<file path="src/rtl/muldiv_pkg.sv">
// Shared types and encodings for the multiply/divide sequencer.
// Holds the FSM state type, op and HI/LO source encodings, and the counter width.
package muldiv_pkg;

  typedef enum logic [2:0] {
    IDLE  = 3'd0,
    START = 3'd1,
    WAIT  = 3'd2,
    WRITE = 3'd3,
    EXC   = 3'd4
  } state_t;

  localparam logic OP_MULT   = 1'b0;
  localparam logic OP_DIV    = 1'b1;
  localparam logic HILO_DIV  = 1'b0;
  localparam logic HILO_MULT = 1'b1;

  localparam int CNT_W = 6;

  // The counter is loaded with N-1 so that WAIT lasts exactly N cycles.
  function automatic logic [CNT_W-1:0] latency_load(input int cycles);
    return CNT_W'(cycles - 1);
  endfunction

endpackage

</file>
<file path="src/rtl/muldiv_ctrl_latency_counter.sv">
// Loadable 6-bit down-counter that measures the fixed mult/div unit latency.
// Stops at zero rather than wrapping.
module latency_counter
  import muldiv_pkg::*;
(
  input  logic             clk,
  input  logic             reset,
  input  logic             load,
  input  logic [CNT_W-1:0] load_value,
  input  logic             dec,
  output logic             is_zero
);

  logic [CNT_W-1:0] count;

  always_ff @(posedge clk) begin
    if (reset) begin
      count <= '0;
    end else if (load) begin
      count <= load_value;
    end else if (dec && (count != '0)) begin
      count <= count - 1'b1;
    end
  end

  assign is_zero = (count == '0);

endmodule

</file>
<file path="src/rtl/muldiv_ctrl.sv">
// Sequencer for the shared mult/div unit: start pulse, fixed-latency wait,
// then a HI/LO commit or a divide-by-zero exception.
module muldiv_ctrl
  import muldiv_pkg::*;
#(
  parameter int MULT_CYCLES = 32,
  parameter int DIV_CYCLES  = 32
) (
  input  logic clk,
  input  logic reset,
  input  logic op_valid,
  input  logic op_is_div,
  input  logic divzero,
  output logic mult_start,
  output logic div_start,
  output logic HiLoSrc,
  output logic HI_write,
  output logic LO_write,
  output logic busy,
  output logic done,
  output logic div_zero_exc
);

  localparam logic [CNT_W-1:0] MULT_LOAD = latency_load(MULT_CYCLES);
  localparam logic [CNT_W-1:0] DIV_LOAD  = latency_load(DIV_CYCLES);

  state_t           state;
  state_t           state_nx;
  logic             op_reg;
  logic             hilo_src;
  logic             cnt_load;
  logic             cnt_dec;
  logic             cnt_zero;
  logic [CNT_W-1:0] cnt_load_value;

  // HiLoSrc is its own register so it resets to 0 yet holds through IDLE.
  always_ff @(posedge clk) begin
    if (reset) begin
      state    <= IDLE;
      op_reg   <= OP_MULT;
      hilo_src <= HILO_DIV;
    end else begin
      state <= state_nx;
      if ((state == IDLE) && op_valid) begin
        op_reg   <= op_is_div;
        hilo_src <= op_is_div ? HILO_DIV : HILO_MULT;
      end
    end
  end

  always_comb begin
    state_nx     = state;
    mult_start   = 1'b0;
    div_start    = 1'b0;
    HI_write     = 1'b0;
    LO_write     = 1'b0;
    done         = 1'b0;
    div_zero_exc = 1'b0;
    busy         = (state != IDLE);
    HiLoSrc      = hilo_src;
    case (state)
      IDLE: begin
        if (op_valid) state_nx = START;
      end
      START: begin
        mult_start = (op_reg == OP_MULT);
        div_start  = (op_reg == OP_DIV);
        state_nx   = WAIT;
      end
      WAIT: begin
        if ((op_reg == OP_DIV) && divzero) begin
          state_nx = EXC;
        end else if (cnt_zero) begin
          state_nx = WRITE;
        end
      end
      WRITE: begin
        HI_write = 1'b1;
        LO_write = 1'b1;
        done     = 1'b1;
        state_nx = IDLE;
      end
      EXC: begin
        div_zero_exc = 1'b1;
        state_nx     = IDLE;
      end
      default: state_nx = IDLE;
    endcase
  end

  assign cnt_load       = (state == START);
  assign cnt_dec        = (state == WAIT);
  assign cnt_load_value = (op_reg == OP_DIV) ? DIV_LOAD : MULT_LOAD;

  latency_counter u_latency_counter (
    .clk        (clk),
    .reset      (reset),
    .load       (cnt_load),
    .load_value (cnt_load_value),
    .dec        (cnt_dec),
    .is_zero    (cnt_zero)
  );

endmodule

</file>
<file path="config.mk">
export PLATFORM = sky130hd
export DESIGN_NAME = muldiv_ctrl
export DESIGN_NICKNAME = d
export VERILOG_FILES = /design/src/rtl/muldiv_pkg.sv /design/src/rtl/muldiv_ctrl_latency_counter.sv /design/src/rtl/muldiv_ctrl.sv
export SDC_FILE = /design/constraint.sdc
export NUM_CORES = 1
export LEC_CHECK = 0
export BUFFER_PORTS_ARGS = -buffer_cell sky130_fd_sc_hd__buf_2
export CAP_MARGIN = 20
export CORE_AREA = 2 2 39 41
export CTS_BUF_LIST = sky130_fd_sc_hd__clkbuf_8
export CTS_CLUSTER_DIAMETER = 80
export CTS_CLUSTER_SIZE = 40
export DETAILED_ROUTE_END_ITERATION = 8
export DIE_AREA = 0 0 41 43
export PLACE_DENSITY = 0.72
export SLEW_MARGIN = 10
export SYNTH_ARGS = -nofsm -noshare
export SYNTH_HDL_FRONTEND = slang
export SYNTH_SLANG_ARGS = --single-unit
</file>
<file path="constraint.sdc">
create_clock -name clk -period 1.56 [get_ports clk]
set_input_delay 0.156 -clock clk [delete_from_list [all_inputs] [get_ports clk]]
set_output_delay 0.156 -clock clk [all_outputs]
set_load 0.02 [all_outputs]
</file>
==> results of run 1 <==
-- layout make-up --
cell class                 count  area, sq um  area share
clock buffer                   3         41.3      0.0533
multi-input combinational     52          370       0.478
clock inverter                 1         3.75     0.00485
inverter                       3         11.3      0.0145
tap                           16         20.0      0.0258
timing repair buffer          18          108       0.139
sequential                    11          220       0.284
-- logic make-up after synthesis --
family / count (synthesis) / synth area share
flip-flops: 11 / 0.351
multiplexers: 2 / 0.0319
AO/OA/AOI/OAI: 13 / 0.135
XOR/XNOR: 1 / 0.0139
AND/OR/NAND/NOR: 34 / 0.357
adder cells (fa/ha/maj): 2 / 0.0398
buffers and inverters: 8 / 0.0717
-- layout by cell type (no fill, tap or decap) --
cell and count:
a31oi_1 3, ha_1 2, xnor2_1 1, nand3_1 3
a311oi_1 1, or3_1 4, and3b_1 2, and2_1 2
or3b_4 2, a21oi_1 3, buf_4 7, buf_2 11
a311o_1 1, nor2b_1 1, nor3b_1 1, o21ai_0 1
nor4_4 1, nor4_2 1, nand2_1 5, dfxtp_1 11
clkbuf_8 3, nor2_1 6, nor3_2 2, inv_1 4
nor4_1 1, nor3_1 1, nor3b_2 1, nand4_1 1
mux2i_1 2, o21ai_1 1, a211oi_1 3
-- per-layer routing --
metal	vias up	global-route usage
li1	291	-
met1	275	0.213
met2	23	0.256
met3	2	0.0628
met4	0	0.140
met5	-	0
-- power groups by stage --
stage | clock network, mW | logic [mW] | registers (mW)
after detailed placement | 0 | 0.268 | 0.351
after global placement | 0 | 0.261 | 0.349
after CTS | 0.291 | 0.269 | 0.345
after global routing | 0.305 | 0.303 | 0.349
after floorplan | 0 | 0.202 | 0.348
final | 0.279 | 0.272 | 0.345
-- worst min path at each step --
stage	depth (start not counted)	endpoint	slack [ns]	start
4_1_cts	2	HiLoSrc$_SDFFE_PP0P_	0.12	op_is_div
2_1_floorplan	1	HiLoSrc$_SDFFE_PP0P_	0.27	op_is_div
3_5_place_dp	2	HiLoSrc$_SDFFE_PP0P_	0.38	op_is_div
6_report	2	HiLoSrc$_SDFFE_PP0P_	0.13	op_is_div
5_1_grt	2	HiLoSrc$_SDFFE_PP0P_	0.13	op_is_div
3_3_place_gp	2	HiLoSrc$_SDFFE_PP0P_	0.38	op_is_div
-- stage by stage --
stage | area (sq um) | utilization | worst slack (ns) | power (mW)
after floorplan | 628 | - | 0.102 | 0.550
after CTS | 764 | 0.552 | 0.0420 | 0.905
after global placement | 719 | 0.520 | 0.131 | 0.610
after global routing | 774 | 0.560 | -0.0104 | 0.958
after detailed placement | 719 | 0.520 | 0.0928 | 0.619
final | 774 | 0.560 | 0.0703 | 0.896
==> run metrics, run 1 <==
outcome finished, final reports clean; TritonCTS sink count 11; gp weighted congestion approximately 0.76; DP Wirelength around 950 um; Num CTS Buffers 3; Inserted Diodes 0; Setup violations, final 0; Syn Area/Cell a little under 9 sq um; Avg WL per Cell about 12 um; initial antenna violation count 0; share of power burned in registers 0.385; TritonCTS clock tree done; total net switching power 0.289 mW; crit path from state[2]$_SDFFE_PP0P_; worst min path class in2reg; Initial Utilization 0.454; first-pass GRT wire length roughly 2.1 mm; CP startpoint kind flip-flop; Final Cycle Share 0.955; Hold Vio Cnt, Final 0; IO Pins 13; top_reg_cell synth dfxtp_1; area growth from synthesis to layout 23.3%; critical path arrival 1.33 ns; cells along the critical path buf_4, or3b_4, nor2_1, buf_4; required time of the worst setup path 1.40 ns; reg2reg start u_latency_counter.count[4]$_SDFFE_PP0P_; max reg flops 6; Syn Nets 78; Pleak roughly 0.34 nW; clock-pin slew on the worst setup and hold paths 0.05 ns; Critical Path Max Stage Delay approximately 0.40 ns; Critical Path End mult_start; max_cap viols 0; Commonest cells post-synth dfxtp_1 (11), nor2_1 (6), nand2_1 (5), or3_1 (4); Largest Register u_latency_counter.count; peak supply drop 0.000614 V; fin. max-slew vios 0; Total GRT Usage 0.182; delay-heaviest family, CP simple AND/OR/NAND/NOR gates; PortBufs 12; met3 WL 86 um; routed length on met1 544 um; placed cell count 100; worst rel slew slack 0.800; clock latency on the worst-skew pair 0.24 ns; Worst Max-Slew Pin Slew 0.297 ns; Synth area leader dfxtp_1; max layer used met4; minimum clock period after layout 1.49 ns; reg2reg path depth 4; Vias 591; nets 96; fill count 130; Max Buffers Root-to-Sink 2; DR pass1 iterations 4; EDFF count, synth 0; CP endpoint kind primary output; sequential area share after synthesis 0.351; critical path depth in cells 4; Combinational Power Share 0.304; Detail Route Antenna Nets 0; fmax 0.671 GHz; register bit total from synthesis 11; Buf/Inv on CP 2; Distinct cells, synth 31; die area 0.00176 sq mm; R2R Path End u_latency_counter.count[4]$_SDFFE_PP0P_; most frequent CP cell buf_4; met2 WL 614 um; via density per instance between 5 and 6; cts repair resizes 0; DRC Markers 0; crit-path max FO 8; Synth Warn # 0; Post-synth ARST share 0; Rows 14; Setup TNS 0 ns; Hold-fix buffers, CTS 0; H-tree Lvls 1; crit path kind reg2out; Pwr per Cell Area 1160 mW/mm^2; initial detailed-routing violation count 4; clock network power share 0.311; top-area cell type share of the netlist area 0.351; share of cells above drive strength 1 0.318; CTS root buffer clkbuf_8; fin cells 104; top-count cell post-synth dfxtp_1; Synth area leaders dfxtp_1 (35%), ha_1 (4.0%), or3_1 (4.0%); core area 0.00138 sq mm; clock skew between 0.0007 and 0.0008 ns; switching fraction of total power 0.323; largest net degree at the start of global routing 12; worst reg2reg setup slack 0.10 ns; Routed WL ~1.3 mm; hold_ws 0.125 ns; die height 43 um; vias in the first global route 502; Die X a little over 40 um; Cells after Synth 71; postcts setup bufs 0; Slowest cell on crit path or3b_4; Top Registers u_latency_counter.count: 6 flops, state: 3 flops; Mapped Area between 600 and 700 sq um; internal power 0.607 mW; GRT overflow 0
No activity file was read; power rests on OpenSTA's default activity.
==> run 2, diff against run 1 <==
--- a/config.mk
+++ b/config.mk
@@ -11,3 +11,3 @@
 export CTS_BUF_LIST = sky130_fd_sc_hd__clkbuf_8
-export CTS_CLUSTER_DIAMETER = 80
+export CTS_CLUSTER_DIAMETER = 150
 export CTS_CLUSTER_SIZE = 40
==> constraint.sdc (replaced) <==
create_clock -name clk -period 1.56 [get_ports clk]
set_input_delay 0.39 -clock clk [delete_from_list [all_inputs] [get_ports clk]]
set_output_delay 0.39 -clock clk [all_outputs]
set_load 0.02 [all_outputs]
==> run 2 against run 1 <==
The flow now finishes with violations (setup timing). Largest cell class unchanged. Highest routed layer unchanged. Total power grew 5.3%. Non-clock buffer count grew 6. Die area is the same. Critical endpoint is now busy.
==> run metrics, run 2 (same netlist as run 1, synthesis figures left out) <==
Worst Max-Slew Pin Slew 0.307 ns (was 0.297 ns); clock latency on the worst-skew pair 0.24 ns (about the same); share of cells above drive strength 1 0.426 (was 0.318); minimum clock period after layout 1.62 ns (was 1.49 ns); worst rel slew slack 0.794 (was 0.800); PortBufs 12 (unchanged); die height 43 um (unchanged); GRT overflow 0 (unchanged); initial detailed-routing violation count 11 (was 4); met3 Use GR 0.0209 (was 0.0628); Combinational Power Share 0.329 (was 0.304); share of power burned in registers 0.372 (was 0.385); peak supply drop 0.000655 V (was 0.000614 V); Inserted Diodes 0 (unchanged); crit-path max FO 4 (was 8); final worst slack -0.0570 ns (was 0.0703 ns); max_cap viols 0 (unchanged); Initial Utilization 0.454 (unchanged); Total GRT Usage 0.189 (was 0.182); vias in the first global route 521 (was 502); total power 0.944 mW (was 0.896 mW); TritonCTS clock tree done (unchanged); Die X 41 um (unchanged); DP Wirelength 951 um (was 947 um); RSZ-0062 raised after global routing yes; first-pass GRT wire length 2.25 mm (was 2.11 mm); worst min path class in2reg (unchanged); Pleak 0.382 nW (was 0.343 nW); Avg WL per Cell 13.0 um (was 12.2 um); outcome complete, but fails checks (was finished, final reports clean); initial antenna violation count 0 (unchanged); grt peak-use layer met2 (unchanged); Pwr per Cell Area 1080 mW/mm^2 (was 1160 mW/mm^2); Setup TNS -0.123 ns (was 0 ns); commonest non-fill, non-tap cells in the layout buf_2 (9), buf_4 (9), dfxtp_1 (8), buf_6 (6) (was dfxtp_1 (11), buf_2 (11), buf_4 (7), nor2_1 (6), nand2_1 (5)); Num CTS Buffers 3 (unchanged); Routed WL 1.43 mm (was 1.27 mm); Final Cycle Share 1.04 (was 0.955); IO Pins 13 (unchanged); core area 0.00138 sq mm (unchanged); Top Registers u_latency_counter.count: 6 flops, state: 3 flops (unchanged); CP endpoint kind primary output (unchanged); critical path arrival 1.23 ns (was 1.33 ns); clock network power share 0.300 (was 0.311); area growth from synthesis to layout 39.6% (was 23.3%); CTS root buffer clkbuf_8 (unchanged); Rows 14 (unchanged); CP startpoint kind flip-flop (unchanged); max reg flops 6 (unchanged); largest net degree at the start of global routing 12 (unchanged); clock-pin slew on the worst setup and hold paths 0.05 ns (about the same); crit path kind reg2out (unchanged); fin util 0.634 (was 0.560); nets 102 (was 96); gp weighted congestion 0.802 (was 0.764); met1 usage 0.263 (was 0.213); Max Buffers Root-to-Sink 2 (unchanged); TritonCTS sink count 11 (unchanged); met2 Usage GRT 0.266 (was 0.256); fin. max-slew vios 0 (unchanged); H-tree Lvls 1 (unchanged); Hold Vio Cnt, Final 0 (unchanged); total net switching power 0.307 mW (was 0.289 mW); Setup violations, final 3 (was 0); failing checks setup timing; DR pass1 iterations 3 (was 4); clock skew 0.00102 ns (was 0.000762 ns); internal power 0.636 mW (was 0.607 mW); die area 0.00176 sq mm (unchanged); Largest Register u_latency_counter.count (unchanged); switching fraction of total power 0.326 (was 0.323); Vias 603 (was 591); via density per instance 5.48 (was 5.68); DRC Markers 0 (unchanged); Detail Route Antenna Nets 0 (unchanged); fin cells 110 (was 104); required time of the worst setup path 1.17 ns (was 1.40 ns); placed cell count 100 (unchanged); fmax 0.618 GHz (was 0.671 GHz)
==> run 2: power groups by stage <==
stage | Clock, mW | Sequential [mW] | Combinational, mW
after floorplan | 0 | 0.349 | 0.202
after global placement | 0 | 0.353 | 0.261
after detailed placement | 0 | 0.354 | 0.267
after CTS | 0.294 | 0.348 | 0.297
after global routing | 0.298 | 0.355 | 0.339
final | 0.283 | 0.351 | 0.310
==> run 2: critical path: stages, from the launching register on <==
cell,delay (ns)
dfxtp_4,0.35
buf_6,0.12
or3_4,0.38
buf_6,0.14
==> run 2: worst paths after layout <==
path              slack (ns)                  start  cells past startpoint                                       to
setup / recovery       -0.06  state[0]$_SDFFE_PP0P_                      3                                     busy
hold / removal          0.36              op_is_div                      2                     HiLoSrc$_SDFFE_PP0P_
setup reg to reg        0.08  state[2]$_SDFFE_PP0P_                      4  u_latency_counter.count[0]$_SDFFE_PP0P_
hold reg to reg         0.52   HiLoSrc$_SDFFE_PP0P_                      2                     HiLoSrc$_SDFFE_PP0P_
==> run 2: stage by stage <==
step / hold slack [ns] / worst slack (ns) / area, sq um
after floorplan: 0.487 / 0.0550 / 631
after global placement: 0.504 / 0.123 / 722
after detailed placement: 0.512 / 0.108 / 722
after CTS: 0.354 / -0.0669 / 850
after global routing: 0.370 / -0.0748 / 877
final: 0.361 / -0.0570 / 877
==> run 2: layout make-up <==
class | instances | area (sq um)
clock buffer | 3 | 41.3
inverter | 3 | 11.3
tap | 16 | 20.0
timing repair buffer | 24 | 180
multi-input combinational | 52 | 392
fill | 108 | 507
sequential | 11 | 229
clock inverter | 1 | 3.75
==> run 2: layer usage <==
metal	share of wire	wire length, um	up-vias
li1	-	-	302
met1	0.45	641	287
met2	0.50	717	12
met3	0.033	48	2
met4	0.019	27	0
met5	0	0	-
==> run 2: what timing repair did <==
item | CTS | global route
pin swaps | 4 | 3
hold buffers | 0 | 0
setup endpoints to repair | 3 | 4
setup buffers | 5 | 1
resized for setup | 15 | 5
==> run 3, diff against run 2 <==
Settings changed: CTS_BUF_LIST sky130_fd_sc_hd__clkbuf_8 to sky130_fd_sc_hd__clkbuf_4 sky130_fd_sc_hd__clkbuf_8.
==> run 3 against run 2 <==
The flow still finishes with violations (setup timing). Sequential share of layout area hardly changed. Clock power decreased by 22%. Flip-flop and latch count did not move. Register-to-register slack worse by 0.03 ns. Sequential power about the same. Total power fell by 6.2%. Die area unchanged. Combinational power up 2%. Global-route usage is 0.32 points lower. Setup slack got worse by 0.043 ns. Critical path depth is the same. Cell count unchanged. Largest power group unchanged.
==> run metrics, run 3 (same netlist as run 1, synthesis figures left out) <==
clock-pin slew on the worst setup and hold paths 0.07 ns (was 0.05 ns); fin util 0.635 (was 0.634); Cell Area, Placed 722 sq um (unchanged); Initial Utilization 0.454 (unchanged); vias in the first global route 525 (was 521); commonest non-fill, non-tap cells in the layout buf_4 (10), dfxtp_1 (8), buf_6 (8), buf_2 (6) (was buf_2 (9), buf_4 (9), dfxtp_1 (8), buf_6 (6)); fin. max-slew vios 0 (unchanged); most common cell after layout, fill and taps aside buf_4; area growth from synthesis to layout 39.8% (was 39.6%); fmax 0.603 GHz (was 0.618 GHz); clock skew 0.00271 ns (was 0.00102 ns); CP endpoint kind primary output (unchanged); gp weighted congestion 0.802 (unchanged); Largest Register u_latency_counter.count (unchanged); fill count 112 (was 108); H-tree Lvls 1 (unchanged); total power 0.885 mW (was 0.944 mW); Max Buffers Root-to-Sink 2 (unchanged); via density per instance 5.75 (was 5.48); clock latency on the worst-skew pair 0.27 ns (was 0.24 ns); pre-CTS setup slack 0.108 ns (unchanged); worst rel slew slack 0.797 (was 0.794); failing checks setup timing (unchanged); initial antenna violation count 0 (unchanged); largest net degree at the start of global routing 12 (unchanged); Avg WL per Cell 13.2 um (was 13.0 um); Pwr per Cell Area 1010 mW/mm^2 (was 1080 mW/mm^2); Vias 633 (was 603); Final Cycle Share 1.06 (was 1.04); DP Wirelength 951 um (unchanged); CP startpoint kind flip-flop (unchanged); Top Registers u_latency_counter.count: 6 flops, state: 3 flops (unchanged); IO Pins 13 (unchanged); PortBufs 12 (unchanged); Die X 41 um (unchanged); share of cells above drive strength 1 0.447 (was 0.426); core area 0.00138 sq mm (unchanged); nets 102 (unchanged); Inserted Diodes 0 (unchanged); GRT overflow 0 (unchanged); peak supply drop 0.000661 V (was 0.000655 V); die area 0.00176 sq mm (unchanged); Num CTS Buffers 3 (unchanged); crit-path max FO 5 (was 4); first-pass GRT wire length 2.28 mm (was 2.25 mm); Pleak 0.374 nW (was 0.382 nW); Hold-fix buffers, CTS 0 (unchanged); die height 43 um (unchanged); required time of the worst setup path 1.17 ns (about the same); CTS root buffer clkbuf_4 (was clkbuf_8); DRC Markers 0 (unchanged); final worst slack -0.0997 ns (was -0.0570 ns); Hold Vio Cnt, Final 0 (unchanged); max reg flops 6 (unchanged); crit path kind reg2out (unchanged); Setup violations, final 3 (unchanged); minimum clock period after layout 1.66 ns (was 1.62 ns); critical path arrival 1.27 ns (was 1.23 ns); max_cap viols 0 (unchanged); Routed WL 1.45 mm (was 1.43 mm); Total GRT Usage 0.186 (was 0.189); cell area after layout 878 sq um (was 877 sq um); initial detailed-routing violation count 13 (was 11); TritonCTS clock tree done (unchanged); Worst Max-Slew Pin Slew 0.303 ns (was 0.307 ns); worst min path class in2reg (unchanged); Detail Route Antenna Nets 0 (unchanged); TritonCTS sink count 11 (unchanged); Rows 14 (unchanged); hold_ws 0.323 ns (was 0.361 ns); RSZ-0062 raised after global routing yes (unchanged); DR pass1 iterations 5 (was 3); outcome complete, but fails checks (unchanged)
[run 3: worst paths after layout]
path	startpoint	endpoint	slack, ns	depth (start not counted)
worst min-delay path	op_is_div	HiLoSrc$_SDFFE_PP0P_	0.32	2
worst max register to register	state[2]$_SDFFE_PP0P_	u_latency_counter.count[0]$_SDFFE_PP0P_	0.05	4
worst max-delay path	state[1]$_SDFFE_PP0P_	busy	-0.1	3
worst min register to register	HiLoSrc$_SDFFE_PP0P_	HiLoSrc$_SDFFE_PP0P_	0.52	2
[run 3: layer usage]
metal / global-route usage / routed length [um] / up-vias
li1: - / - / 303
met1: 0.272 / 589 / 287
met2: 0.256 / 719 / 37
met3: 0.0366 / 109 / 6
met4: 0.0800 / 33 / 0
met5: 0 / 0 / -
[run 3: area by class of cell]
type / instances / area [sq um] / share of cell area
flip-flops and latches: 11 / 229 / 0.261
clock buffers: 4 / 30.0 / 0.0342
well taps: 16 / 20.0 / 0.0228
repair buffers: 24 / 195 / 0.222
inverters: 3 / 11.3 / 0.0128
multi-input cells: 52 / 393 / 0.447
[run 3: timing repair]
| item | 4_1_cts | 5_1_grt |
|---|---|---|
| endpoints found under the setup margin | 6 | 7 |
| resized for setup | 15 | 11 |
| pin swaps | 2 | 3 |
| setup buffers | 4 | 2 |
[run 3: power by group]
group | switching [mW] | total (mW) | internal [mW]
logic | 0.162 | 0.316 | 0.154
clock network | 0.103 | 0.220 | 0.117
registers | 0.0386 | 0.349 | 0.311
[run 3: worst max-delay path: stages (launching register included)]
cell and delay [ns]:
dfxtp_2 0.35, buf_6 0.13, or3_4 0.38, buf_6 0.14
[run 3: stage by stage]
stage	instances	TNS (ns)
final	110	-0.244
after floorplan	71	0
after CTS	108	-0.208
after global placement	100	0
after detailed placement	100	0
after global routing	110	-0.395
